--- src/rtl/ahb_slave_regfile_if.sv ---
// AHB-Lite signal bundle between the bus master and the register-file slave.
interface ahb_slave_regfile_if;
  logic [1:0]  sel;
  logic [31:0] haddr;
  logic        hwrite;
  logic [2:0]  hsize;
  logic [1:0]  htrans;
  logic        hready;
  logic [31:0] hwdata;
  logic        hreadyout;
  logic        hresp;
  logic [31:0] hrdata;

  modport master (
    output sel, haddr, hwrite, hsize, htrans, hready, hwdata,
    input  hreadyout, hresp, hrdata
  );

  modport slave (
    input  sel, haddr, hwrite, hsize, htrans, hready, hwdata,
    output hreadyout, hresp, hrdata
  );
endinterface

--- src/rtl/ahb_slave_regfile.sv ---
// AHB-Lite slave with a word-addressed register file, programmable wait states
// and a two-cycle ERROR response for illegal transfers.
module ahb_slave_regfile #(
  parameter logic [1:0]  SLAVE_ID    = 2'b01,
  parameter int unsigned DEPTH       = 16,
  parameter int unsigned WAIT_STATES = 1
) (
  input logic                hclk,
  input logic                hreset,
  ahb_slave_regfile_if.slave bus
);
  localparam int unsigned AW    = $clog2(DEPTH);
  localparam logic [31:0] LIMIT = 32'(DEPTH * 4);
  localparam logic [2:0]  WS    = 3'(WAIT_STATES);

  localparam logic [2:0] S_IDLE = 3'd0;
  localparam logic [2:0] S_WAIT = 3'd1;
  localparam logic [2:0] S_LAST = 3'd2;
  localparam logic [2:0] S_ERR1 = 3'd3;
  localparam logic [2:0] S_ERR2 = 3'd4;

  logic [2:0]    state, state_nxt;
  logic [2:0]    cnt, cnt_nxt;
  logic [AW-1:0] word_q, word_nxt;
  logic          write_q, write_nxt;
  logic          readyout_q, readyout_nxt;
  logic          resp_q, resp_nxt;
  logic [31:0]   rdata_q;
  logic [31:0]   mem [DEPTH];

  logic          accept_c;
  logic          err_c;
  logic [AW-1:0] addr_word_c;
  logic          commit_c;
  logic          load_rd_c;
  logic [AW-1:0] rd_word_c;
  logic          unused_c;

  // Address-phase decode: selection, word index and legality of the transfer.
  always_comb begin
    accept_c    = (bus.sel == SLAVE_ID) && bus.hready && bus.htrans[1];
    addr_word_c = bus.haddr[AW+1:2];
    err_c       = (bus.hsize != 3'b010) || (bus.haddr[1:0] != 2'b00) ||
                  (bus.haddr >= LIMIT);
    commit_c    = (state == S_LAST) && write_q;
    unused_c    = bus.htrans[0];
  end

  // Next-state, wait counter and read-capture decisions.
  always_comb begin
    state_nxt = state;
    cnt_nxt   = cnt;
    word_nxt  = word_q;
    write_nxt = write_q;
    load_rd_c = 1'b0;
    rd_word_c = word_q;
    case (state)
      S_IDLE, S_LAST, S_ERR2: begin
        state_nxt = S_IDLE;
        if (accept_c) begin
          word_nxt  = addr_word_c;
          write_nxt = bus.hwrite;
          if (err_c) begin
            state_nxt = S_ERR1;
          end else if (WS != 3'd0) begin
            state_nxt = S_WAIT;
            cnt_nxt   = WS;
          end else begin
            state_nxt = S_LAST;
            load_rd_c = !bus.hwrite;
            rd_word_c = addr_word_c;
          end
        end
      end
      S_WAIT: begin
        cnt_nxt = cnt - 3'd1;
        if (cnt <= 3'd1) begin
          state_nxt = S_LAST;
          load_rd_c = !write_q;
        end
      end
      S_ERR1:  state_nxt = S_ERR2;
      default: state_nxt = S_IDLE;
    endcase
    readyout_nxt = !((state_nxt == S_WAIT) || (state_nxt == S_ERR1));
    resp_nxt     = (state_nxt == S_ERR1) || (state_nxt == S_ERR2);
  end

  // State, response and memory registers; read data forwards a same-edge write.
  always_ff @(posedge hclk) begin
    if (hreset) begin
      state      <= S_IDLE;
      cnt        <= 3'd0;
      word_q     <= '0;
      write_q    <= 1'b0;
      readyout_q <= 1'b1;
      resp_q     <= 1'b0;
      rdata_q    <= 32'd0;
      for (int i = 0; i < DEPTH; i++) mem[i] <= 32'd0;
    end else begin
      state      <= state_nxt;
      cnt        <= cnt_nxt;
      word_q     <= word_nxt;
      write_q    <= write_nxt;
      readyout_q <= readyout_nxt;
      resp_q     <= resp_nxt;
      if (commit_c) mem[word_q] <= bus.hwdata;
      if (load_rd_c) begin
        rdata_q <= (commit_c && (word_q == rd_word_c)) ? bus.hwdata : mem[rd_word_c];
      end
    end
  end

  assign bus.hreadyout = readyout_q;
  assign bus.hresp     = resp_q;
  assign bus.hrdata    = rdata_q;
endmodule

--- src/flat_wrapper.sv ---
// flat-port wrapper written by rule: the top's interface ports become plain ports
module ahb_slave_regfile_flat 
#(
  parameter logic [1:0]  SLAVE_ID    = 2'b01,
  parameter int unsigned DEPTH       = 16,
  parameter int unsigned WAIT_STATES = 1
)
  (hclk, hreset, bus_sel, bus_haddr, bus_hwrite, bus_hsize, bus_htrans, bus_hready, bus_hwdata, bus_hreadyout, bus_hresp, bus_hrdata);
  ahb_slave_regfile_if bus_i ();
  input logic hclk;
  input logic hreset;
  input wire logic [$bits(bus_i.sel)-1:0] bus_sel;
  input wire logic [$bits(bus_i.haddr)-1:0] bus_haddr;
  input wire logic [$bits(bus_i.hwrite)-1:0] bus_hwrite;
  input wire logic [$bits(bus_i.hsize)-1:0] bus_hsize;
  input wire logic [$bits(bus_i.htrans)-1:0] bus_htrans;
  input wire logic [$bits(bus_i.hready)-1:0] bus_hready;
  input wire logic [$bits(bus_i.hwdata)-1:0] bus_hwdata;
  output wire logic [$bits(bus_i.hreadyout)-1:0] bus_hreadyout;
  output wire logic [$bits(bus_i.hresp)-1:0] bus_hresp;
  output wire logic [$bits(bus_i.hrdata)-1:0] bus_hrdata;
  assign bus_i.sel = bus_sel;
  assign bus_i.haddr = bus_haddr;
  assign bus_i.hwrite = bus_hwrite;
  assign bus_i.hsize = bus_hsize;
  assign bus_i.htrans = bus_htrans;
  assign bus_i.hready = bus_hready;
  assign bus_i.hwdata = bus_hwdata;
  assign bus_hreadyout = bus_i.hreadyout;
  assign bus_hresp = bus_i.hresp;
  assign bus_hrdata = bus_i.hrdata;
  ahb_slave_regfile #(.SLAVE_ID(SLAVE_ID), .DEPTH(DEPTH), .WAIT_STATES(WAIT_STATES)) u_core (.hclk(hclk), .hreset(hreset), .bus(bus_i));
endmodule
--- config.mk ---
export PLATFORM = sky130hd
export DESIGN_NAME = ahb_slave_regfile_flat
export DESIGN_NICKNAME = d
export VERILOG_FILES = /design/src/rtl/ahb_slave_regfile_if.sv /design/src/rtl/ahb_slave_regfile.sv /design/src/flat_wrapper.sv
export SDC_FILE = /design/constraint.sdc
export NUM_CORES = 1
export LEC_CHECK = 0
export BUFFER_PORTS_ARGS = -buffer_cell sky130_fd_sc_hd__buf_2
export CAP_MARGIN = 20
export CORE_UTILIZATION = 50
export CTS_BUF_LIST = sky130_fd_sc_hd__clkbuf_4
export DETAILED_ROUTE_END_ITERATION = 16
export GPL_TIMING_DRIVEN = 0
export PLACE_DENSITY = 0.67
export SLEW_MARGIN = 10
export SYNTH_ARGS = -nofsm -noshare
export SYNTH_HDL_FRONTEND = slang
export SYNTH_SLANG_ARGS = --single-unit
--- constraint.sdc ---
create_clock -name hclk -period 3.3 [get_ports hclk]
set_input_delay 0.165 -clock hclk [delete_from_list [all_inputs] [get_ports hclk]]
set_output_delay 0.165 -clock hclk [all_outputs]
set_load 0.01 [all_outputs]
## Word-level counts from Yosys, hierarchy flattened

Memories as Yosys holds them, arrays and structs flattened. A register that Yosys moved wholly into a read port is not among the register bits.
Cells that the tools add are included.
W data, S select, Z words.

- Logic and storage cells: 54
- Input port bits: 75
- Output and inout port bits: 34
- Memory bits (writable): 512
- Memories kept: 1
- Bits in registers: 13

Memories:

| memory | words | bits a word | rd ports | clocked after Yosys merged registers in | write ports | line | source |
|---|---|---|---|---|---|---|---|
| u_core.mem | 16 | 32 | 1 | 1 | 16 | ahb_slave_regfile.sv:29 | `logic [31:0] mem [DEPTH];` |

- $add $sub $neg: 1
- Muxes and demuxes: 17
- Magnitude comparators: 2
- Reductions and logical operators: 16
- Equality and inequality tests: 11

Operators with widths:

| cell | count |
|---|---|
| $ge A32 B7 Y1 const B | 1 |
| $mux W32 | 1 |
| $reduce_or A32 Y1 | 1 |
| $mux W3 | 4 |
| $eq A3 B2 Y1 const B | 3 |
| $pmux W3 S3 | 1 |
| $mux W1 | 8 |
| $eq A3 B1 Y1 const B | 2 |
| $eq A3 B3 Y1 const B | 2 |
| $pmux W3 S2 | 1 |
| $logic_or A1 B1 Y1 | 4 |
| $mux W4 | 1 |
| $reduce_bool A2 Y1 | 2 |
| $le A3 B1 Y1 const B | 1 |
| $logic_and A1 B1 Y1 | 3 |
| $logic_not A3 Y1 | 1 |
| $ne A3 B2 Y1 const B | 1 |
| $reduce_and A3 Y1 | 1 |
| $reduce_or A3 Y1 | 1 |
| $sub A3 B1 Y3 const B | 1 |
| $eq A2 B1 Y1 const B | 1 |
| $logic_not A1 Y1 | 2 |
| $mux W2 | 1 |
| $ne A2 B1 Y1 const B | 1 |
| other kinds (2) | 2 |

## Depth between registers and ports, before layout

Gate-level depths: netlist of run 1.

- Word-level depth: 9
- Gate-level depth with buffers: 8
- Depth with buffers taken out: 6

## Worst setup path after synthesis of run 1

No wires, ideal clock.

- Path type: register to register
- From: register u_core.word_q[0]
- To: memory u_core.mem[6][0] (enable)
- Clock period less this slack: 2.158 ns
- Data required time: 2.925 ns
- Slack: 1.142 ns
- Arrival time: 1.783 ns
- Stages on the path, launching flop included: 6
- Setup time: 0.375 ns
- Path buffers: 2
- Path through: dfxtp_1 > clkbuf_1 > or3b_2 > clkbuf_1 > nor2_1 > or2_2

RTL lines:

| item | line | source |
|---|---|---|
| start: declaration | ahb_slave_regfile.sv:24 | `logic [AW-1:0] word_q, word_nxt;` |
| start signal: assignment | ahb_slave_regfile.sv:103 | `word_q <= word_nxt;` |
| end: declaration | ahb_slave_regfile.sv:29 |  |

==> results of run 1 <==
## placed cells by master (no fill, tap or decap), types with 3 or more instances in the layout
cell type / instances
or2_4: 11
bufinv_16: 8
clkinv_1: 9
buf_2: 122
o22ai_1: 49
nor2_1: 34
dfxtp_1: 45
or3b_2: 3
dlygate4sd3_1: 61
buf_1: 12
a211oi_1: 12
mux4_2: 80
clkbuf_4: 224
edfxtp_1: 512
buf_6: 8
inv_2: 4
or2_2: 5
and2_1: 513
or3_1: 4
clkbuf_1: 109
buf_12: 14
diode_2: 4
nand2b_1: 3
mux2i_1: 141
clkbuf_2: 4
a21oi_1: 3
nand3b_1: 25
nor4_1: 19
o221ai_2: 20
## registers in the layout (all words and copies together) (netlist names)
name / flops
u_core.write_q: 1
u_core.word_q: 4
u_core.bus.hrdata: 32
u_core.cnt: 3
u_core.mem: 512
u_core.bus.hreadyout: 1
u_core.bus.hresp: 1
u_core.state: 3
## cells by family after synthesis
group | Yosys count | synth area share (%)
AOI/OAI and AO/OA | 91 | 3.10
xor gates and xnor gates | 1 | 0.0353
adders and majority gates | 2 | 0.101
buffers and inverters | 144 | 2.32
DFF | 557 | 65.6
muxes | 221 | 13.0
and+or+nand+nor | 634 | 15.9
## per-layer routing
| layer | GRT usage, % | vias to the layer above |
|---|---|---|
| met5 | 0 | - |
| li1 | - | 6864 |
| met2 | 49.7 | 1052 |
| met1 | 40.8 | 8220 |
| met4 | 12.5 | 0 |
| met3 | 9.54 | 186 |
## tightest hold or removal path, stage by stage
cell and delay, ns:
dlygate4sd3_1 0.51, buf_2 0.17, and2_1 0.14
## power by group through the flow
| stage | combinational, uW | clock, uW | sequential (uW) |
|---|---|---|---|
| 2_1_floorplan | 383 | 0 | 8100 |
| 3_3_place_gp | 704 | 0 | 8120 |
| 3_5_place_dp | 767 | 0 | 8130 |
| 4_1_cts | 821 | 6600 | 7980 |
| 5_1_grt | 875 | 6940 | 7990 |
| 6_report | 839 | 6560 | 7980 |
## through the flow
stage	power (uW)	instance area, um2	worst slack [ns]	hold WS (ns)
after floorplan	8490	24800	1.14	0.312
after global placement	8820	26200	-0.321	0.410
after detailed placement	8890	26600	-0.147	0.419
after CTS	15400	29200	0.0227	0.00371
after global routing	15800	29200	0.0106	0.0297
final	15400	29200	-0.122	0.0760
## cell type report
type / count / share of cell area, %
sequential: 557 / 55.7
multi-input combinational: 949 / 27.3
clock buffer: 224 / 5.75
timing repair buffer: 192 / 5.33
tap: 664 / 2.84
buffer: 142 / 1.96
clock inverter: 23 / 1.02
antenna: 4 / 0.0342
inverter: 2 / 0.0257
## cell usage after synthesis, drive strengths merged, types with 3 or more instances
cell type,n
or3,5
nor2,35
a21oi,3
mux2i,141
nand2b,3
nand3b,25
buf,28
and2,513
o22ai,49
mux4,80
o221ai,20
a211oi,12
edfxtp,512
dfxtp,45
nor4,21
or3b,4
or2,16
clkbuf,114
## how the worst max path moves through the flow
| stage | endpoint | cells past startpoint |
|---|---|---|
| after floorplan | u_core.mem[6][0] | 5 |
| after global placement | u_core.mem[0][7] | 4 |
| after detailed placement | u_core.mem[5][9] | 4 |
| after CTS | u_core.mem[2][4] | 5 |
| after global routing | u_core.mem[3][4] | 6 |
| final | u_core.bus.hrdata[13] | 7 |
## repair_timing
item,in CTS,in global routing
resized for setup,4,21
hold buffers,61,0
endpoints found under the hold margin,525,0
endpoints found under the setup margin,68,349
==> report_table.html, run 1 <==
<table>
<tr><th>Metric</th><th>Value</th></tr>
<tr><th colspan="2">Run status</th></tr>
<tr><td>Result of the run</td><td>finished, violations left</td></tr>
<tr><td>Violated checks</td><td>setup timing</td></tr>
<tr><th colspan="2">Die</th></tr>
<tr><td>Die Footprint</td><td>50500 um2</td></tr>
<tr><td>Die Height</td><td>~220 um</td></tr>
<tr><td>Total number of placement rows</td><td>81</td></tr>
<tr><td>Number of placed I/O pins</td><td>109</td></tr>
<tr><td>X dimension of the die</td><td>225 um</td></tr>
<tr><td>Core footprint</td><td>49000 um2</td></tr>
<tr><td>Starting density of the core</td><td>between 50 and 60%</td></tr>
<tr><th colspan="2">Hold path</th></tr>
<tr><td>Worst Hold Launch</td><td>bus_hwdata[30]</td></tr>
<tr><td>Worst Hold Class</td><td>input port to flip-flop</td></tr>
<tr><td>Number of cells traversed by the worst hold path</td><td>3</td></tr>
<tr><td>Worst Hold Path EP</td><td>u_core.mem[14][30]</td></tr>
<tr><th colspan="2">Timing</th></tr>
<tr><td>Worst slew margin relative to its limit</td><td>between 20% and 30%</td></tr>
<tr><td>Final worst setup slack</td><td>-0.122 ns</td></tr>
<tr><td>Final Hold Viols</td><td>0</td></tr>
<tr><td>Number of setup violations in the final report</td><td>3</td></tr>
<tr><td>Least-Margin Pin Slew</td><td>approximately 1.2 ns</td></tr>
<tr><td>Max Clock Freq</td><td>292 MHz</td></tr>
<tr><td>Setup repair after global routing missed its margin</td><td>yes</td></tr>
<tr><td>Final-report max-slew violation count</td><td>0</td></tr>
<tr><td>Clock skew after layout</td><td>0.0611 ns</td></tr>
<tr><td>Period minus WS final</td><td>3.42 ns</td></tr>
<tr><td>Share of the clock period used by the worst path after layout</td><td>104%</td></tr>
<tr><td>Post-route setup TNS</td><td>-0.277 ns</td></tr>
<tr><th colspan="2">Power and ir drop</th></tr>
<tr><td>Relative contribution of sequential cells to total power</td><td>about half</td></tr>
<tr><td>IR drop worst, VDD</td><td>~0.21 mV</td></tr>
<tr><td>Share of power burned in the clock network</td><td>between 40% and 50%</td></tr>
<tr><td>Power per Cell Area</td><td>about 530 nW/um2</td></tr>
<tr><td>Logic pwr share</td><td>under 10%</td></tr>
<tr><td>P_sw</td><td>3480 uW</td></tr>
<tr><td>Internal power</td><td>roughly 12000 uW</td></tr>
<tr><td>Leakage</td><td>0.0105 uW</td></tr>
<tr><td>Sw frac</td><td>between 20% and 30%</td></tr>
<tr><th colspan="2">Yosys</th></tr>
<tr><td>Synth area leaders</td><td>edfxtp_1 62%, and2_1 13%, mux4_2 7.3%</td></tr>
<tr><td>Portion of the post-synthesis area used by sequential elements</td><td>65.6%</td></tr>
<tr><td>Count of flip-flops with a built-in enable after synthesis</td><td>roughly 500</td></tr>
<tr><td>Number of warning messages in the yosys log</td><td>0</td></tr>
<tr><td>Post-synthesis area per instance</td><td>roughly 15 um2</td></tr>
<tr><td>Syn nets</td><td>about 1700</td></tr>
<tr><td>Synthesized flop and latch total</td><td>approximately 560</td></tr>
<tr><td>Largest area contributor in the netlist</td><td>edfxtp_1</td></tr>
<tr><td>Post-synthesis cell type count</td><td>38</td></tr>
<tr><td>Combined area of all synthesized cells</td><td>24800 um2</td></tr>
<tr><td>Post-Synthesis Cells</td><td>between 1500 and 2000</td></tr>
<tr><td>Fraction of registers with async set/reset</td><td>0%</td></tr>
<tr><td>Main flop type after synthesis</td><td>edfxtp_1</td></tr>
<tr><td>Fraction of synthesized cell area taken by the top area cell type</td><td>62.0%</td></tr>
<tr><th colspan="2">Critical path</th></tr>
<tr><td>Signal arrival time at the worst endpoint</td><td>4.25 ns</td></tr>
<tr><td>Worst Reg2Reg Path Length in Cells</td><td>7</td></tr>
<tr><td>Reg-to-reg critical path startpoint</td><td>u_core.word_q[3]</td></tr>
<tr><td>Delay-heaviest family, CP</td><td>buffers and inverters</td></tr>
<tr><td>CP peak stage delay</td><td>between 0.8 and 0.9 ns</td></tr>
<tr><td>Worst-case register-to-register setup slack</td><td>-0.12 ns</td></tr>
<tr><td>CP startpoint kind</td><td>flip-flop</td></tr>
<tr><td>WS Path Type</td><td>flip-flop to flip-flop</td></tr>
<tr><td>Crit end category</td><td>flip-flop</td></tr>
<tr><td>Cell repeated most along the worst path</td><td>clkbuf_1</td></tr>
<tr><td>Peak fanout along the critical path</td><td>10</td></tr>
<tr><td>Start point of the critical path</td><td>u_core.word_q[3]</td></tr>
<tr><td>Destination of the worst register-to-register timing path</td><td>u_core.bus.hrdata[13]</td></tr>
<tr><td>Required time at the worst-slack endpoint</td><td>between 4 and 5 ns</td></tr>
<tr><td>Crit path cell chain</td><td>clkbuf_1 -&gt; or3_1 -&gt; clkbuf_1 -&gt; clkbuf_1 -&gt; o22ai_1 -&gt; nor4_1 -&gt; a211oi_1</td></tr>
<tr><td>Combined buffer and inverter count along the critical path</td><td>3</td></tr>
<tr><td>Cell with the largest stage delay on the worst path</td><td>clkbuf_1</td></tr>
<tr><th colspan="2">Finish</th></tr>
<tr><td>Core utilization of the finished layout</td><td>around three fifths</td></tr>
<tr><td>Number of nets in the finished design</td><td>2067</td></tr>
<tr><td>Fraction of final layout cells with drive strength greater than 1</td><td>between 20% and 30%</td></tr>
<tr><td>Area growth syn-to-layout</td><td>17.8%</td></tr>
<tr><td>Fillers</td><td>roughly 3800</td></tr>
<tr><td>Non-filler cells, final</td><td>between 2000 and 3000</td></tr>
<tr><td>Multi-input gate area</td><td>between 7000 and 8000 um2</td></tr>
<tr><td>Total area of sequential cells</td><td>between 15000 and 20000 um2</td></tr>
<tr><th colspan="2">Global routing</th></tr>
<tr><td>Global-route total usage across every layer</td><td>a little under a third</td></tr>
<tr><td>Vias in the first global route</td><td>approximately 16000</td></tr>
<tr><td>Overflow left after global routing</td><td>0</td></tr>
<tr><td>Number of antenna violations at the first check in global routing</td><td>3</td></tr>
<tr><td>Largest net degree at the start of global routing</td><td>33</td></tr>
<tr><td>Wire length of the first global-routing pass</td><td>roughly 110000 um</td></tr>
<tr><th colspan="2">Place</th></tr>
<tr><td>Port Buf Inserts</td><td>between 100 and 150</td></tr>
<tr><td>RD Place Congestion</td><td>around 0.87</td></tr>
<tr><td>Post-detailed-placement half-perimeter wirelength</td><td>48300 um</td></tr>
<tr><td>Cell Count Post-Placement</td><td>approximately 2400</td></tr>
<tr><th colspan="2">Drt</th></tr>
<tr><td>Number of vias in the routed layout</td><td>16322</td></tr>
<tr><td>Total met3 wirelength after detailed routing</td><td>8490 um</td></tr>
<tr><td>Post-Route M1 WL</td><td>roughly 30000 um</td></tr>
<tr><td>Post-detailed-route via-to-cell ratio</td><td>5.92</td></tr>
<tr><td>Met2 wirelength from detailed routing</td><td>approximately 36000 um</td></tr>
<tr><td>First-pass detailed-route iteration total</td><td>8</td></tr>
<tr><td>Count of nets left with antenna violations after detail routing</td><td>0</td></tr>
<tr><td>Max layer used</td><td>met4</td></tr>
<tr><td>Post-detailed-routing wire length</td><td>around 77000 um</td></tr>
<tr><td>Remaining design rule violation count</td><td>0</td></tr>
<tr><td>Number of DRC markers after the initial detailed-route iteration</td><td>2023</td></tr>
<tr><td>Wire length per cell after detailed routing</td><td>about 28 um</td></tr>
<tr><th colspan="2">Clocking</th></tr>
<tr><td>H-Tree Depth</td><td>4</td></tr>
<tr><td>Number of post-CTS setup repair buffers</td><td>0</td></tr>
<tr><td>Root buffer selected by CTS</td><td>clkbuf_4</td></tr>
<tr><td>Clock tree buffer depth</td><td>3</td></tr>
<tr><td>Insertion delay of the later-clocked pin in the worst-skew pair</td><td>1.02 ns</td></tr>
<tr><td>Total clock buffers created by CTS</td><td>roughly 150</td></tr>
<tr><td>TritonCTS clock tree</td><td>done</td></tr>
<tr><td>Clock transition at the registers of the reported paths</td><td>approximately 0.07 ns</td></tr>
<tr><td>Sink Count</td><td>~560</td></tr>
<tr><th colspan="2">Run</th></tr>
<tr><td>Maximum Capacitance Violations</td><td>0</td></tr>
</table>
No activity file was read; power rests on OpenSTA's default activity.
==> inputs of run 2 (changes only) <==
==> constraint.sdc (replaced) <==
create_clock -name hclk -period 3.3 [get_ports hclk]
set_input_delay 0.495 -clock hclk [delete_from_list [all_inputs] [get_ports hclk]]
set_output_delay 0.495 -clock hclk [all_outputs]
set_load 0.01 [all_outputs]
==> run 2 against run 1 <==
Net effect:
- the run still ends with setup timing left
- clock power barely moved
- via count decreased by 0.38%
- combinational power fell by 1%
- sequential power is essentially flat
- core utilization fell by 0.24 points
- maximum frequency fell by 0.19%
- sequential share of layout area grew 0.22 points
- clock skew is 0.016 ns lower
- die area unchanged
- critical path depth stayed put
- register-to-register slack barely moved
- first-iteration DRC count shrank 1.1%
- critical path type unchanged
- largest cell class unchanged
- highest routed layer unchanged
==> report_table.html, run 2 (synthesis results as in run 1) <==
<table>
<tr><th>Metric</th><th>Value</th></tr>
<tr><th colspan="2">Critical path</th></tr>
<tr><td>Required time at the worst-slack endpoint</td><td>between 4 and 5 ns</td></tr>
<tr><td>Worst Reg2Reg Path Length in Cells</td><td>7</td></tr>
<tr><td>WS Path Type</td><td>flip-flop to flip-flop</td></tr>
<tr><td>Reg-to-reg critical path startpoint</td><td>u_core.word_q[3]</td></tr>
<tr><td>Peak fanout along the critical path</td><td>10</td></tr>
<tr><td>Destination of the worst register-to-register timing path</td><td>u_core.bus.hrdata[13]</td></tr>
<tr><td>CP startpoint kind</td><td>flip-flop</td></tr>
<tr><td>Worst-case register-to-register setup slack</td><td>-0.13 ns</td></tr>
<tr><td>Signal arrival time at the worst endpoint</td><td>~4.3 ns</td></tr>
<tr><td>Crit end category</td><td>flip-flop</td></tr>
<tr><th colspan="2">Hold path</th></tr>
<tr><td>Worst Hold Path EP</td><td>u_core.bus.hreadyout</td></tr>
<tr><td>Number of cells traversed by the worst hold path</td><td>5</td></tr>
<tr><td>Worst Hold Launch</td><td>bus_htrans[1]</td></tr>
<tr><td>Worst Hold Class</td><td>input port to flip-flop</td></tr>
<tr><th colspan="2">Timing</th></tr>
<tr><td>Clock skew after layout</td><td>0.0449 ns</td></tr>
<tr><td>Max Clock Freq</td><td>292 MHz</td></tr>
<tr><td>Least-Margin Pin Slew</td><td>between 1 and 1.5 ns</td></tr>
<tr><td>Setup repair after global routing missed its margin</td><td>yes</td></tr>
<tr><td>Final-report max-slew violation count</td><td>0</td></tr>
<tr><td>Number of setup violations in the final report</td><td>3</td></tr>
<tr><td>Worst slew margin relative to its limit</td><td>roughly a quarter</td></tr>
<tr><td>Post-route setup TNS</td><td>-0.159 ns</td></tr>
<tr><td>Final Hold Viols</td><td>0</td></tr>
<tr><td>Share of the clock period used by the worst path after layout</td><td>104%</td></tr>
<tr><td>Period minus WS final</td><td>3.43 ns</td></tr>
<tr><td>Final worst setup slack</td><td>-0.128 ns</td></tr>
<tr><th colspan="2">Clocking</th></tr>
<tr><td>H-Tree Depth</td><td>4</td></tr>
<tr><td>Clock tree buffer depth</td><td>3</td></tr>
<tr><td>TritonCTS clock tree</td><td>done</td></tr>
<tr><td>Sink Count</td><td>around 560</td></tr>
<tr><td>Root buffer selected by CTS</td><td>clkbuf_4</td></tr>
<tr><td>Clock transition at the registers of the reported paths</td><td>around 0.060 ns</td></tr>
<tr><td>Total clock buffers created by CTS</td><td>146</td></tr>
<tr><td>Insertion delay of the later-clocked pin in the worst-skew pair</td><td>1.00 ns</td></tr>
<tr><td>Number of post-CTS setup repair buffers</td><td>0</td></tr>
<tr><th colspan="2">Finish</th></tr>
<tr><td>Most flop-heavy register</td><td>u_core.mem</td></tr>
<tr><td>Fraction of final layout cells with drive strength greater than 1</td><td>between 20% and 30%</td></tr>
<tr><td>Number of nets in the finished design</td><td>2055</td></tr>
<tr><td>Total non-filler cell area in the finished layout</td><td>slightly below 30000 um2</td></tr>
<tr><td>Most used cells in the layout excluding fill and tap cells</td><td>513 x and2_1, 512 x edfxtp_1, 224 x clkbuf_4</td></tr>
<tr><td>Most common library cell in the layout ignoring fill and taps</td><td>and2_1</td></tr>
<tr><td>Area growth syn-to-layout</td><td>17.4%</td></tr>
<tr><td>Number of flip-flops in the largest register</td><td>just over 500</td></tr>
<tr><th colspan="2">Die</th></tr>
<tr><td>Starting density of the core</td><td>50.7%</td></tr>
<tr><td>Die Footprint</td><td>between 50000 and 60000 um2</td></tr>
<tr><td>Total number of placement rows</td><td>just over 80</td></tr>
<tr><td>X dimension of the die</td><td>225 um</td></tr>
<tr><td>Die Height</td><td>225 um</td></tr>
<tr><td>Number of placed I/O pins</td><td>between 100 and 150</td></tr>
<tr><td>Core footprint</td><td>about 50000 um2</td></tr>
<tr><th colspan="2">Power and ir drop</th></tr>
<tr><td>IR drop worst, VDD</td><td>0.205 mV</td></tr>
<tr><td>Leakage</td><td>0.0105 uW</td></tr>
<tr><td>Power per Cell Area</td><td>528 nW/um2</td></tr>
<tr><th colspan="2">Drt</th></tr>
<tr><td>First-pass detailed-route iteration total</td><td>10</td></tr>
<tr><td>Post-detailed-routing wire length</td><td>77100 um</td></tr>
<tr><td>Count of nets left with antenna violations after detail routing</td><td>0</td></tr>
<tr><td>Remaining design rule violation count</td><td>0</td></tr>
<tr><td>Number of vias in the routed layout</td><td>around 16000</td></tr>
<tr><td>Number of DRC markers after the initial detailed-route iteration</td><td>approximately 2000</td></tr>
<tr><td>Wire length per cell after detailed routing</td><td>about 28 um</td></tr>
<tr><td>Post-detailed-route via-to-cell ratio</td><td>5.93</td></tr>
<tr><th colspan="2">Place</th></tr>
<tr><td>RD Place Congestion</td><td>slightly below 0.9</td></tr>
<tr><td>Cell area after placement</td><td>26600 um2</td></tr>
<tr><td>Port Buf Inserts</td><td>around 110</td></tr>
<tr><td>Post-detailed-placement half-perimeter wirelength</td><td>a little under 50000 um</td></tr>
<tr><th colspan="2">Global routing</th></tr>
<tr><td>Number of antenna violations at the first check in global routing</td><td>3</td></tr>
<tr><td>GR met2 Demand/Resource</td><td>approximately 49%</td></tr>
<tr><td>Global-route total usage across every layer</td><td>31.4%</td></tr>
<tr><td>Largest net degree at the start of global routing</td><td>33</td></tr>
<tr><td>GR Layer Usage met3</td><td>roughly a tenth</td></tr>
<tr><td>Busiest metal layer after global routing</td><td>met2</td></tr>
<tr><td>Wire length of the first global-routing pass</td><td>around 110000 um</td></tr>
<tr><td>Overflow left after global routing</td><td>0</td></tr>
<tr><td>Vias in the first global route</td><td>about 16000</td></tr>
<tr><td>GRT met1 Usage</td><td>about two fifths</td></tr>
<tr><th colspan="2">Run status</th></tr>
<tr><td>Result of the run</td><td>finished, violations left</td></tr>
<tr><td>Violated checks</td><td>setup timing</td></tr>
<tr><th colspan="2">Run</th></tr>
<tr><td>Maximum Capacitance Violations</td><td>0</td></tr>
</table>
-- run 2: cell types whose count changed in the layout (fill, tap and decap cells not counted), sizes merged --
cell	delta
buf	-1
clkbuf	+1
diode	-1
dlygate4sd3	-12
-- run 2: layout make-up --
class	count	area, um2
diodes	3	7.51
plain buffers	142	573
clock buffers	224	1680
clock inverters	23	299
fillers	3823	19800
inverters	2	7.51
multi-input cells	949	7990
flip-flops and latches	557	16300
well taps	664	831
repair buffers	180	1440
-- run 2: through the flow --
| stage | setup slack, ns | power, uW | instances | utilization (%) | hold WS (ns) |
|---|---|---|---|---|---|
| 2_1_floorplan | 1.11 | 8490 | 1650 | - | 0.492 |
| 3_5_place_dp | -0.346 | 8890 | 2442 | 54.2 | 0.492 |
| 6_report | -0.128 | 15400 | 2744 | 59.5 | 0.0953 |
| 3_3_place_gp | -0.522 | 8820 | 2421 | 53.5 | 0.488 |
| 5_1_grt | 0.00668 | 15800 | 2744 | 59.5 | 0.0752 |
| 4_1_cts | 0.0227 | 15400 | 2738 | 59.3 | 0.0241 |
-- run 2: per-layer routing --
metal / part of all wire [%] / up-vias
met2: 47 / 1017
met4: 3.3 / 0
met3: 11 / 170
met1: 39 / 8224
li1: - / 6849
met5: 0 / -
-- run 2: critical path: stages, from the launching register on --
cell and delay [ns]:
dfxtp_1 0.35, clkbuf_1 0.51, or3b_2 0.23, clkbuf_1 0.32
clkbuf_1 0.85, o22ai_1 0.14, nor4_1 0.68, a211oi_1 0.18
-- run 2: worst max-delay path by stage --
| stage | from | end | cells after the start |
|---|---|---|---|
| global route | u_core.word_q[1] | u_core.mem[3][4] | 6 |
| floorplan | hreset | u_core.mem[0][0] | 4 |
| detailed placement | hreset | u_core.mem[5][9] | 5 |
| CTS | u_core.state[0] | u_core.mem[2][4] | 5 |
| global placement | hreset | u_core.mem[0][7] | 5 |
| finish | u_core.word_q[3] | u_core.bus.hrdata[13] | 7 |
-- run 2: power breakdown --
group	switching, uW	leakage (uW)	internal [uW]
sequential	72.3	0.00565	7900
combinational	528	0.00367	301
clock	2870	0.00118	3690
total	3470	0.0105	11900
-- run 2: timing repair --
item	in CTS	in global routing
resized for setup	4	23
endpoints found under the hold margin	202	0
endpoints found under the setup margin	68	351
hold buffers	49	0
==> inputs of run 3 (changes only) <==
--- a/config.mk
+++ b/config.mk
@@ -11,6 +11,7 @@
 export CTS_BUF_LIST = sky130_fd_sc_hd__clkbuf_4
 export DETAILED_ROUTE_END_ITERATION = 16
 export GPL_TIMING_DRIVEN = 0
+export MAX_ROUTING_LAYER = met4
 export PLACE_DENSITY = 0.67
 export SLEW_MARGIN = 10
 export SYNTH_ARGS = -nofsm -noshare
==> run 3 against run 2 <==
Net effect:
- the run still ends with setup timing left
- worst setup slack improved by 0.0044 ns
- combinational power is essentially flat
- first-iteration DRC count increased by 1.5%
- via count down 0.73%
- final cell count is the same
- sequential power hardly changed
- clock power is essentially flat
- largest cell class unchanged
- critical endpoint unchanged
==> report_table.html, run 3 (synthesis results as in run 1) <==
<table>
<tr><th>Metric</th><th>Value</th></tr>
<tr><th colspan="2">Clocking</th></tr>
<tr><td>Insertion delay of the later-clocked pin in the worst-skew pair</td><td>1.01 ns</td></tr>
<tr><td>Clock transition at the registers of the reported paths</td><td>~0.060 ns</td></tr>
<tr><td>Sink Count</td><td>about 560</td></tr>
<tr><td>H-Tree Depth</td><td>4</td></tr>
<tr><td>Clock tree buffer depth</td><td>3</td></tr>
<tr><td>Total clock buffers created by CTS</td><td>between 100 and 150</td></tr>
<tr><td>Root buffer selected by CTS</td><td>clkbuf_4</td></tr>
<tr><td>TritonCTS clock tree</td><td>done</td></tr>
<tr><td>Number of post-CTS setup repair buffers</td><td>0</td></tr>
<tr><th colspan="2">Critical path</th></tr>
<tr><td>CP startpoint kind</td><td>flip-flop</td></tr>
<tr><td>Worst-case register-to-register setup slack</td><td>-0.12 ns</td></tr>
<tr><td>Destination of the worst register-to-register timing path</td><td>u_core.bus.hrdata[13]</td></tr>
<tr><td>Reg-to-reg critical path startpoint</td><td>u_core.word_q[3]</td></tr>
<tr><td>Worst Reg2Reg Path Length in Cells</td><td>7</td></tr>
<tr><td>Peak fanout along the critical path</td><td>10</td></tr>
<tr><td>Signal arrival time at the worst endpoint</td><td>4.25 ns</td></tr>
<tr><td>WS Path Type</td><td>flip-flop to flip-flop</td></tr>
<tr><td>Crit end category</td><td>flip-flop</td></tr>
<tr><td>Required time at the worst-slack endpoint</td><td>approximately 4.1 ns</td></tr>
<tr><th colspan="2">Timing</th></tr>
<tr><td>Number of setup violations in the final report</td><td>3</td></tr>
<tr><td>Max Clock Freq</td><td>292 MHz</td></tr>
<tr><td>Period minus WS final</td><td>3.42 ns</td></tr>
<tr><td>Least-Margin Pin Slew</td><td>1.11 ns</td></tr>
<tr><td>Final-report max-slew violation count</td><td>0</td></tr>
<tr><td>Worst slew margin relative to its limit</td><td>26.0%</td></tr>
<tr><td>Final worst setup slack</td><td>-0.124 ns</td></tr>
<tr><td>Final Hold Viols</td><td>0</td></tr>
<tr><td>Share of the clock period used by the worst path after layout</td><td>104%</td></tr>
<tr><td>Setup repair after global routing missed its margin</td><td>no</td></tr>
<tr><td>Clock skew after layout</td><td>approximately 0.049 ns</td></tr>
<tr><th colspan="2">Power and ir drop</th></tr>
<tr><td>Leakage</td><td>0.0105 uW</td></tr>
<tr><td>Power per Cell Area</td><td>around 530 nW/um2</td></tr>
<tr><td>Pwr Total</td><td>15400 uW</td></tr>
<tr><td>IR drop worst, VDD</td><td>between 0.2 and 0.25 mV</td></tr>
<tr><th colspan="2">Global routing</th></tr>
<tr><td>Vias in the first global route</td><td>between 15000 and 20000</td></tr>
<tr><td>Global-route total usage across every layer</td><td>between 30 and 40%</td></tr>
<tr><td>Largest net degree at the start of global routing</td><td>33</td></tr>
<tr><td>Number of antenna violations at the first check in global routing</td><td>3</td></tr>
<tr><td>Wire length of the first global-routing pass</td><td>110000 um</td></tr>
<tr><td>Overflow left after global routing</td><td>0</td></tr>
<tr><th colspan="2">Die</th></tr>
<tr><td>X dimension of the die</td><td>225 um</td></tr>
<tr><td>Total number of placement rows</td><td>81</td></tr>
<tr><td>Die Height</td><td>between 200 and 250 um</td></tr>
<tr><td>Number of placed I/O pins</td><td>between 100 and 150</td></tr>
<tr><td>Starting density of the core</td><td>between 50% and 60%</td></tr>
<tr><td>Die Footprint</td><td>50500 um2</td></tr>
<tr><td>Core footprint</td><td>around 50000 um2</td></tr>
<tr><th colspan="2">Finish</th></tr>
<tr><td>Fraction of final layout cells with drive strength greater than 1</td><td>about a quarter</td></tr>
<tr><td>Number of flip-flops in the largest register</td><td>512</td></tr>
<tr><td>Area growth syn-to-layout</td><td>17.4%</td></tr>
<tr><td>Core utilization of the finished layout</td><td>between 50% and 60%</td></tr>
<tr><td>Total non-filler cell area in the finished layout</td><td>between 20000 and 30000 um2</td></tr>
<tr><td>Most common library cell in the layout ignoring fill and taps</td><td>and2_1</td></tr>
<tr><td>Fillers</td><td>3820</td></tr>
<tr><td>Number of nets in the finished design</td><td>between 2000 and 2500</td></tr>
<tr><td>Most flop-heavy register</td><td>u_core.mem</td></tr>
<tr><td>Most used cells in the layout excluding fill and tap cells</td><td>513 x and2_1, 512 x edfxtp_1, 224 x clkbuf_4</td></tr>
<tr><th colspan="2">Hold path</th></tr>
<tr><td>Number of cells traversed by the worst hold path</td><td>5</td></tr>
<tr><td>Worst Hold Path EP</td><td>u_core.bus.hreadyout</td></tr>
<tr><td>Worst Hold Class</td><td>input port to flip-flop</td></tr>
<tr><td>Worst Hold Launch</td><td>bus_htrans[1]</td></tr>
<tr><th colspan="2">Drt</th></tr>
<tr><td>Number of vias in the routed layout</td><td>16142</td></tr>
<tr><td>Post-detailed-routing wire length</td><td>~77000 um</td></tr>
<tr><td>Post-detailed-route via-to-cell ratio</td><td>5.88</td></tr>
<tr><td>Remaining design rule violation count</td><td>0</td></tr>
<tr><td>First-pass detailed-route iteration total</td><td>8</td></tr>
<tr><td>Number of DRC markers after the initial detailed-route iteration</td><td>about 2000</td></tr>
<tr><td>Count of nets left with antenna violations after detail routing</td><td>0</td></tr>
<tr><td>Wire length per cell after detailed routing</td><td>28.0 um</td></tr>
<tr><th colspan="2">Place</th></tr>
<tr><td>Cell area after placement</td><td>between 20000 and 30000 um2</td></tr>
<tr><td>Port Buf Inserts</td><td>between 100 and 150</td></tr>
<tr><td>Post-detailed-placement half-perimeter wirelength</td><td>about 48000 um</td></tr>
<tr><td>RD Place Congestion</td><td>roughly 0.9</td></tr>
<tr><th colspan="2">Run status</th></tr>
<tr><td>Result of the run</td><td>finished, violations left</td></tr>
<tr><td>Violated checks</td><td>setup timing</td></tr>
<tr><th colspan="2">Run</th></tr>
<tr><td>Maximum Capacitance Violations</td><td>0</td></tr>
</table>
## run 3: cell counts in the layout (fill, tap and decap cells not counted)
No cell type changed its count.
## run 3: cell type report
class                      count  area, um2  share of cell area, %
antenna                        3       7.51                 0.0258
buffer                       142        573                   1.97
clock buffer                 224       1680                   5.78
clock inverter                23        299                   1.03
inverter                       2       7.51                 0.0258
multi-input combinational    949       7990                   27.5
sequential                   557      16300                   55.9
tap                          664        831                   2.85
timing repair buffer         180       1440                   4.96
## run 3: power breakdown
group	internal (uW)	switching, uW
registers	7900	72.1
logic	301	527
clock network	3690	2880
## run 3: metal layers
layer  track usage [%]  part of all wire (%)  up-vias
met2              49.6                    47     1024
met5                 -                     0        -
met1              40.8                    38     8124
li1                  -                     -     6837
met3              9.61                    11      157
met4              12.1                   3.0        0
## run 3: how the worst max path moves through the flow
stage | startpoint | end | slack, ns | depth (start not counted)
final | u_core.word_q[3] | u_core.bus.hrdata[13] | -0.12 | 7
after global routing | u_core.word_q[1] | u_core.mem[3][4] | 0.02 | 6
after CTS | u_core.state[0] | u_core.mem[2][4] | 0.02 | 5
after detailed placement | hreset | u_core.mem[5][9] | -0.35 | 5
after global placement | hreset | u_core.mem[0][7] | -0.52 | 5
after floorplan | hreset | u_core.mem[0][0] | 1.11 | 4
## run 3: timing repair
action                                 in CTS  in global routing
cloned                                      0                  0
setup endpoints to repair                  68                357
hold buffers                               49                  0
endpoints found under the hold margin     202                  0
resized for setup                           4                 23
## run 3: through the flow
stage               setup TNS [ns]  worst slack, ns  std cells  hold WS [ns]
finish                      -0.142           -0.124       2744        0.0961
CTS                              0           0.0227       2738        0.0241
global placement           -164.37           -0.522       2421         0.488
floorplan                        0             1.11       1650         0.492
global route                     0           0.0177       2744        0.0752
detailed placement          -34.47           -0.346       2442         0.492
## run 3: worst max-delay path, stage by stage, from the launching register on
cell	delay (ns)
dfxtp_1	0.35
clkbuf_1	0.51
or3b_2	0.23
clkbuf_1	0.35
clkbuf_1	0.83
o22ai_1	0.15
nor4_1	0.67
a211oi_1	0.18
